===== src/rtl/ram_n16.sv =====
// Register-file RAM of WORDS 16-bit words with a combinational read port and a
// one-word-per-cycle background clear sweep that locks out user writes while busy.
module ram_n16 #(
    parameter int WORDS = 8,
    localparam int ADDR_WIDTH = $clog2(WORDS)
) (
    input  logic                  clk,
    input  logic                  rst,
    input  logic [15:0]           in,
    input  logic                  load,
    input  logic [ADDR_WIDTH-1:0] address,
    input  logic                  clear,
    output logic                  busy,
    output logic [15:0]           out
);

    typedef enum logic {
        IDLE  = 1'b0,
        CLEAR = 1'b1
    } state_t;

    localparam logic [ADDR_WIDTH-1:0] LAST = ADDR_WIDTH'(WORDS - 1);

    state_t                  state;
    logic [ADDR_WIDTH-1:0]   ptr;
    logic [15:0]             mem [WORDS];
    logic [WORDS-1:0]        write_sel;

    // A clear request in IDLE takes precedence, so the same-cycle write is dropped.
    always_comb begin
        write_sel = '0;
        if (state == IDLE && load && !clear) begin
            write_sel[address] = 1'b1;
        end
    end

    always_comb begin
        out = mem[address];
    end

    always_ff @(posedge clk) begin
        if (rst) begin
            state <= IDLE;
            ptr   <= '0;
            busy  <= 1'b0;
            for (int i = 0; i < WORDS; i++) begin
                mem[i] <= '0;
            end
        end else begin
            for (int i = 0; i < WORDS; i++) begin
                if (write_sel[i]) begin
                    mem[i] <= in;
                end
            end
            case (state)
                IDLE: begin
                    if (clear) begin
                        state <= CLEAR;
                        ptr   <= '0;
                        busy  <= 1'b1;
                    end
                end
                CLEAR: begin
                    // ptr wraps to 0 on the same edge that ends the sweep.
                    mem[ptr] <= '0;
                    ptr      <= ptr + ADDR_WIDTH'(1);
                    if (ptr == LAST) begin
                        state <= IDLE;
                        busy  <= 1'b0;
                    end
                end
                default: begin
                    state <= IDLE;
                    busy  <= 1'b0;
                end
            endcase
        end
    end

endmodule


===== config.mk =====
export PLATFORM = sky130hd
export DESIGN_NAME = ram_n16
export DESIGN_NICKNAME = d
export VERILOG_FILES = /design/src/rtl/ram_n16.sv
export SDC_FILE = /design/constraint.sdc
export NUM_CORES = 1
export LEC_CHECK = 0
export BUFFER_PORTS_ARGS = -buffer_cell sky130_fd_sc_hd__buf_2
export CAP_MARGIN = 10
export CORE_MARGIN = 4
export CORE_UTILIZATION = 40
export CTS_CLUSTER_DIAMETER = 120
export CTS_CLUSTER_SIZE = 14
export DETAILED_ROUTE_END_ITERATION = 12
export PLACE_DENSITY = 0.64
export SYNTH_ARGS = -nofsm -noshare
export SYNTH_HDL_FRONTEND = slang
export SYNTH_SLANG_ARGS = --single-unit
export TNS_END_PERCENT = 10

===== constraint.sdc =====
create_clock -name clk -period 1.6 [get_ports clk]
set_input_delay 0 -clock clk [delete_from_list [all_inputs] [get_ports clk]]
set_output_delay 0 -clock clk [all_outputs]
set_load 0.005 [all_outputs]

; ---- Yosys cells after proc, flatten, opt, wreduce, memory -nomap -nowiden
; Memory sizes are Yosys's and may differ from the RTL's.
; Index checks and enable logic that the tools add are counted.
[word_totals]
mem_bits_rw = 128
inputBits = 23
wordCells = 76
register_bits = 5
output_inout_bits = 17
n_memories = 1
[mem_list]
columns = name, words, word_bits, read_ports, rd_ports_with_merged_regs, wr, line_no
row1 = mem, 8, 16, 1, 0, 8, 26  ; logic [15:0] mem [WORDS];
[classes]
n_mux = 51
n_reduce_logical = 6
n_addsub = 1
order_cmp = 2
bitwise_logic = 9
n_eq_ne = 3
[op_table]
columns = operator, count
row1 = $mux 16, 9
row2 = $mux 1, 35
row3 = $reduce_or 16->1, 1
row4 = $mux 8, 1
row5 = $or 1x1->1, 8
row6 = $mux 3, 2
row7 = $pmux 3 s2, 1
row8 = $lt 3x4->1 const B, 1
row9 = $pmux 1 s2, 2
row10 = $add 3x1->3 const B, 1
row11 = $demux 1 s3, 1
row12 = $eq 3x3->1 const B, 1
row13 = $ge 3x1->1 const B, 1
row14 = $logic_and 1x1->1, 3
row15 = $ne 2x1->1 const B, 1
row16 = $ne 2x2->1 const B, 1
row17 = $reduce_and 2->1, 1
row18 = $logic_not 1->1, 1
row19 = $not 1->1, 1

; ---- Longest topological paths before layout
; Gate-level depths: netlist of the first run.
[logic_depth]
depth_word = 10
depth_mapped = 7
mapped_depth_nobuf = 5

; ---- Worst setup path after synthesis of the first run
; Ideal clock, no wire load.
[synth_path]
path_kind = reg2reg
startpoint = register state
endpoint = memory mem[2][10]
path_buffers = 2
required_time_ps = 1468
synth_period_minus_slack_ps = 1405
path_stages_with_launch = 6
t_arrival_ps = 1273
setup_slack_ps = 195
setup_ps = 132
cell_sequence = dfxtp_1 -> or4b_1 -> buf_6 -> buf_6 -> o21ai_1 -> a21oi_1
[synth_rtl]
columns = item, line_no
row1 = from (decl), 24  ; state_t state;
row2 = from (signal assigned), 43  ; state <= IDLE;
row3 = from (signal assigned), 58  ; state <= CLEAR;
row4 = from (signal assigned), 68  ; state <= IDLE;
row5 = to (decl), 26

; ---- Worst setup path in the final report of the first run
[layout_path]
startpoint = memory mem[0][2]
endpoint = output out[2]
[layout_between]
elab_chain_len = 1
[layout_rtl]
columns = item, line_no
row1 = $mem_v2 8x16, --
row2 = to (decl), 14  ; output logic [15:0] out
; No other way between the ends.

==> results of run 1 <==
power groups by stage:
stage / Sequential, µW / Combinational, µW / Clock (µW)
2_1_floorplan: 3440 / 463 / 0
3_3_place_gp: 3440 / 775 / 0
3_5_place_dp: 3440 / 776 / 0
4_1_cts: 3370 / 817 / 4200
5_1_grt: 3370 / 884 / 4340
6_report: 3370 / 841 / 4190
layout by cell type (no fill, tap or decap), types with 4 or more instances in the layout:
master	instances
buf_2	34
nor3b_1	6
inv_1	7
dfxtp_2	4
a221oi_1	6
or3b_2	6
clkbuf_16	18
nand3_1	136
o21ai_1	63
clkinv_2	4
a31o_2	4
o21ai_0	68
dfxtp_1	129
mux2i_1	14
nand2b_1	4
nor2_1	16
buf_6	5
a21oi_1	139
buf_4	28
nor2b_1	4
mux2_2	6
nand3b_1	6
mux4_2	8
bufinv_16	4
dlygate4sd3_1	18
buf_12	15
nand2_1	8
kinds of logic (layout without fill, tap and decap cells):
| family | after synthesis | count (layout) | share of synthesized area |
|---|---|---|---|
| DFF | 133 | 133 | 0.4099 |
| and+or+nand+nor | 211 | 211 | 0.1789 |
| adders and majority gates | 2 | 2 | 0.003851 |
| AOI/OAI and AO/OA | 305 | 305 | 0.2540 |
| muxes | 32 | 32 | 0.06664 |
| buffers and inverters | 107 | 140 | 0.08667 |
cell usage after synthesis (2+ instances only):
master / number / area [µm²]
inv_1: 7 / 26.28
o221ai_1: 2 / 17.52
nor3b_1: 6 / 45.04
mux2i_1: 14 / 140.1
or3b_2: 7 / 61.31
a32oi_1: 2 / 17.52
nand2_1: 8 / 30.03
nor2_1: 16 / 60.06
buf_6: 12 / 135.1
and3_1: 3 / 18.77
and2_1: 2 / 12.51
nand2b_1: 4 / 25.02
o21ai_1: 63 / 315.3
o21ai_2: 2 / 17.52
a41o_1: 3 / 30.03
ha_1: 2 / 25.02
nand3_1: 136 / 680.7
nor2b_1: 6 / 37.54
buf_4: 8 / 60.06
buf_2: 33 / 165.2
mux4_2: 8 / 180.2
a22oi_1: 2 / 15.01
or4_1: 4 / 30.03
a221o_1: 2 / 20.02
a21o_1: 2 / 15.01
clkbuf_1: 44 / 165.2
a221oi_1: 6 / 52.55
dfxtp_1: 133 / 2663
o21ai_0: 68 / 340.3
nand3b_1: 6 / 45.04
mux2_2: 9 / 101.4
a31o_2: 4 / 35.03
buf_1: 3 / 11.26
and3b_1: 2 / 17.52
a21oi_1: 141 / 705.7
area by class of cell:
cell class                      count  share of cell area
Tap cell                          216             0.03441
Clock buffer                       23             0.06085
Inverter                            7            0.003345
Multi-Input combinational cell    550              0.4229
Sequential cell                   133              0.3396
Timing Repair Buffer              101              0.1199
Clock inverter                      9             0.01896
repair_timing:
action,in CTS,in global routing
resized for setup,13,5
hold buffers,18,0
setup endpoints to repair,8,48
endpoints found under the hold margin,133,0
cloned,0,1
pin swaps,5,8
state kept, by name, indices dropped and copies added (netlist names):
signal and count:
mem 128, ptr 3, busy 1, state 1
path summary, 6_finish.rpt:
path	end	slack, ns
worst min register to register	mem[0][15]	0.45
worst max-delay path	out[2]	-0.03
worst max register to register	mem[2][0]	0.12
worst min-delay path	ptr[2]	0.01
worst max-delay path, delay by kind of cell, from the launching register on:
family                 cells  cell delay (ns)
DFF                        1             0.31
muxes                      1             0.14
buffers and inverters      1             0.14
and+or+nand+nor            2             0.63
routing by layer:
layer | up-vias | part of all wire | GRT usage
met3 | 33 | 0.071 | 0.03826
met4 | 0 | 0.019 | 0.08735
met2 | 269 | 0.46 | 0.3543
met5 | - | 0 | 0
li1 | 2923 | - | -
met1 | 3060 | 0.45 | 0.3303
through the flow:
stage	utilization	setup WS, ns
6_report	0.4945	-0.03151
2_1_floorplan	-	0.1946
4_1_cts	0.4921	-0.03037
3_5_place_dp	0.4378	0.01148
3_3_place_gp	0.4378	0.03333
5_1_grt	0.4945	-0.06439
==> impl_results.md, run 1 <==
* Status: complete, but fails checks
* Failing checks: negative setup slack
* Post-route ant nets at 0
* First-pass DRT Iterations at 5
* Worst Setup SP: mem[0][2]
* Area of the multi-input gates at 3322 µm²
* CTS Buf Count at 17
* CP max-delay cell: or4_4
* Hold Fails Final Rpt at 0
* CP Max Fanout at 2
* Initial DRC Count at 882
* Critical Path, Cell by Cell: mux2i_1, nor3_1, or4_4, buf_6
* Initial antenna violation count at 0
* Final setup margin at -0.03151 ns
* Clk network pwr share at 0.498
* Vias in the first global route at 5,902
* Leak at 0.002697 µW
* RSZ-0062 raised after global routing: yes
* Launching point of the worst reg2reg path: state
* DPL Wire Length at 12,430 µm
* Unique masters post-synth at 55
* EDFF count, synth at 0
* Clock Path Buffers at 2
* DR WL/cell at 20.66 µm
* Hold path start: clear
* Cell Rows at 46
* Global-route wire length before repair at 33,360 µm
* Syn Inst Count at 790
* Most used flip-flop cell after synthesis: dfxtp_1
* Max cap viols at 0
* Clk Latency, worst-skew pair at 0.42 ns
* Power Density at 1069 nW/µm²
* Slew @ Worst Pin at 0.5640 ns
* Fin Setup TNS at -0.08771 ns
* F_max at 0.6129 GHz
* Hold Crit Depth at 4
* Port buffer count at 39
* Avg Cell Area, Syn at 8.223 µm²
* Slew Limit Headroom at 0.6240
* CTS tree: built
* Core Region at 15,890 µm²
* Tmin final at 1.632 ns
* Antenna diodes at 0
* Slew Viols, Final at 0
* Sw Ratio at 0.2430
* Worst r2r path cells at 4
* Global-route usage over all layers at 0.2321
* Setup Fix Bufs, Post-CTS at 0
* Arrival @ worst endpoint at 1.63 ns
* Reg power frac at 0.401
* Placed cell areas at 6954 µm²
* Die Width at 135.4 µm
* Syn Nets at 815
* Register area share after synthesis at 0.4099
* Final setup vio count at 7
* Routed vias/inst at 6.049
* Psw at 2040 µW
* GR Overflow Total at 0
* Final Instance Count excl. Fillers at 1,039
* Comb pwr share at 0.100
* Req. time, crit path at 1.60 ns
* Htree depth at 4
* Yosys reg bits at 133
* Critical Path Max Stage Delay at 0.56 ns
* Fraction of registers with async set/reset at 0
* I/O Pins at 40
* Fill cell count at 1,562
* Worst Skew at 0.008608 ns
* Post-Syn Area at 6496 µm²
* Critical path class: flop to output port
* Largest net degree at the start of global routing at 65
* Crit path capture type: output port
* Initial Util at 0.4089
* Peak VDD IR at 0.9019 mV
* Power, Total at 8398 µW
* Element type at the critical path start: flop
* P&R area growth vs syn at 20.92%
* Gp weighted congestion at 0.8034
* Proportion of layout cells with a drive suffix above 1 at 0.1932
* Seq. cell area at 2668 µm²
* DRC at 0
* Clock Pin Slew Worst Setup and Hold Paths at 0.06 ns
* HP Class: input port to flop
* Min Hold Slack at 0.01432 ns
* Via count at 6,285
* Int Power at 6357 µW
* Area of the die at 18,340 µm²
* Final Cell Area at 7855 µm²
* Clock Sinks at 133
* Period utilization at 1.020
* YS warnings at 0
* Nets@finish at 835
* Root Buffer: clkbuf_16
* Routed WL at 21,460 µm
* Die height at 135.4 µm
* Placed Cells at 988
Power figures use the tool's default switching activity.
==> inputs of run 2 (changes only) <==
--- a/config.mk
+++ b/config.mk
@@ -5,14 +5,15 @@
 export SDC_FILE = /design/constraint.sdc
 export NUM_CORES = 1
 export LEC_CHECK = 0
-export BUFFER_PORTS_ARGS = -buffer_cell sky130_fd_sc_hd__buf_2
+export BUFFER_PORTS_ARGS = -buffer_cell sky130_fd_sc_hd__buf_4
 export CAP_MARGIN = 10
 export CORE_MARGIN = 4
 export CORE_UTILIZATION = 40
+export CTS_BUF_LIST = sky130_fd_sc_hd__clkbuf_4 sky130_fd_sc_hd__clkbuf_8 sky130_fd_sc_hd__clkbuf_16
 export CTS_CLUSTER_DIAMETER = 120
 export CTS_CLUSTER_SIZE = 14
 export DETAILED_ROUTE_END_ITERATION = 12
-export PLACE_DENSITY = 0.64
+export PLACE_DENSITY = 0.57
 export SYNTH_ARGS = -nofsm -noshare
 export SYNTH_HDL_FRONTEND = slang
 export SYNTH_SLANG_ARGS = --single-unit
==> impl_results.md, run 2 (synthesis results as in run 1) <==
* Cell Rows at 46
* Commonest non-fill, non-tap cell in the layout: a21oi_1
* Slew @ Worst Pin at 0.4216 ns
* Post-route ant nets at 0
* Clk Latency, worst-skew pair at 0.42 ns
* Global-route usage over all layers at 0.2424
* Critical path class: flop to output port
* Failing checks: negative setup slack
* Routed WL at 22,510 µm
* Sw Ratio at 0.2531
* Clock Sinks at 133
* Die Width at 135.4 µm
* Slew Viols, Final at 0
* CTS tree: built
* Crit path capture type: output port
* RSZ-0062 raised after global routing: yes
* Routed vias/inst at 6.176
* Root Buffer: clkbuf_16
* Psw at 1995 µW
* Element type at the critical path start: flop
* Vias in the first global route at 6,090
* First-pass DRT Iterations at 7
* Slew Limit Headroom at 0.7189
* Gp weighted congestion at 0.8010
* Top flop regs: mem x128, ptr x3
* Core Region at 15,890 µm²
* Worst hold endpoint: mem[2][3]
* Max cap viols at 0
* Area of the die at 18,340 µm²
* Req. time, crit path at 1.60 ns
* Comb pwr share at 0.112
* Clock Path Buffers at 2
* Proportion of layout cells with a drive suffix above 1 at 0.1939
* Most frequent cells in the layout: a21oi_1, nand3_1, dfxtp_1, o21ai_0, o21ai_1
* Via count at 6,405
* Largest net degree at the start of global routing at 65
* Status: complete, but fails checks
* Reg power frac at 0.428
* GR Overflow Total at 0
* Launching point of the worst reg2reg path: state
* Final setup margin at -0.05960 ns
* Min Hold Slack at 0.2468 ns
* I/O Pins at 40
* Worst r2r path cells at 5
* Peak VDD IR at 0.8193 mV
* Final Cell Area at 7884 µm²
* Arrival @ worst endpoint at 1.66 ns
* Initial DRC Count at 682
* DPL Wire Length at 13,030 µm
* R2R Setup Slk at 0.10 ns
* Final setup vio count at 7
* Hold path start: load
* Fin util at 0.4963
* Port buffer count at 39
* Nets@finish at 835
* Power, Total at 7884 µW
* Hold Fails Final Rpt at 0
* F_max at 0.6026 GHz
* HP Class: input port to flop
* Reg2reg end: mem[2][15]
* Largest register FFs at 128
* Placed Cells at 988
* Worst Skew at 0.004906 ns
* CP Max Fanout at 2
* Period utilization at 1.037
* Biggest register: mem
* DRC at 0
* Clk network pwr share at 0.460
* Initial antenna violation count at 1
* Die height at 135.4 µm
* DR WL/cell at 21.71 µm
* Hold Crit Depth at 5
* Tmin final at 1.660 ns
* Global-route wire length before repair at 34,440 µm
* Leak at 0.002684 µW
* CTS Buf Count at 17
* Power Density at 1000 nW/µm²
* Clock Pin Slew Worst Setup and Hold Paths at 0.06 ns
* Fill cell count at 1,572
* Final Instance Count excl. Fillers at 1,037
* Placed cell areas at 7089 µm²
* P&R area growth vs syn at 21.36%
* Int Power at 5889 µW
* Htree depth at 4
* Initial Util at 0.4089
run 2: per-stage QoR:
stage,worst slack [ns],setup TNS [ns]
floorplan,0.1946,0
global placement,0.02220,0
detailed placement,0.02386,0
CTS,-0.06719,-0.2191
global route,-0.09506,-0.5177
finish,-0.05960,-0.1638
run 2: cell type report:
class                      count  area (µm²)  share of cell area
clock inverter                 3       20.02            0.002539
timing repair buffer         101        1061              0.1346
antenna                        1       2.502           0.0003174
sequential                   133        2668              0.3384
tap                          216       270.3             0.03428
clock buffer                  26       524.3             0.06650
inverter                       7       26.28            0.003333
multi-input combinational    550        3312              0.4201
run 2: worst max-delay path by stage:
stage | depth (start not counted) | from | slack, ns | end
after floorplan | 5 | state | 0.19 | mem[2][10]
after global placement | 4 | state | 0.02 | mem[2][11]
after detailed placement | 4 | state | 0.02 | mem[6][1]
after CTS | 4 | mem[3][8] | -0.07 | out[8]
after global routing | 4 | mem[1][8] | -0.1 | out[8]
final | 4 | mem[1][8] | -0.06 | out[8]
run 2: what timing repair did:
item	CTS	global route
buffers inserted	0	0
hold buffers	18	0
pin swaps	7	7
endpoints found under the setup margin	9	75
gates cloned	0	1
endpoints found under the hold margin	133	0
gates resized for setup	9	5
run 2: worst max-delay path: stages (launching register included):
cell     delay [ns]
dfxtp_1        0.30
or3b_2         0.18
a21oi_1        0.05
or4_4          0.56
buf_6          0.14
run 2: power by group through the flow:
stage	logic (µW)	registers, µW	clock network, µW
2_1_floorplan	463	3440	0
3_5_place_dp	818	3440	0
6_report	886	3370	3630
3_3_place_gp	811	3440	0
4_1_cts	860	3370	3640
5_1_grt	923	3370	3810
run 2: routing by layer:
metal	track usage	share of wire	vias up
li1	-	-	2925
met1	0.3247	0.43	3163
met2	0.3960	0.48	283
met3	0.04866	0.068	34
met4	0.07391	0.020	0
met5	0	0	-
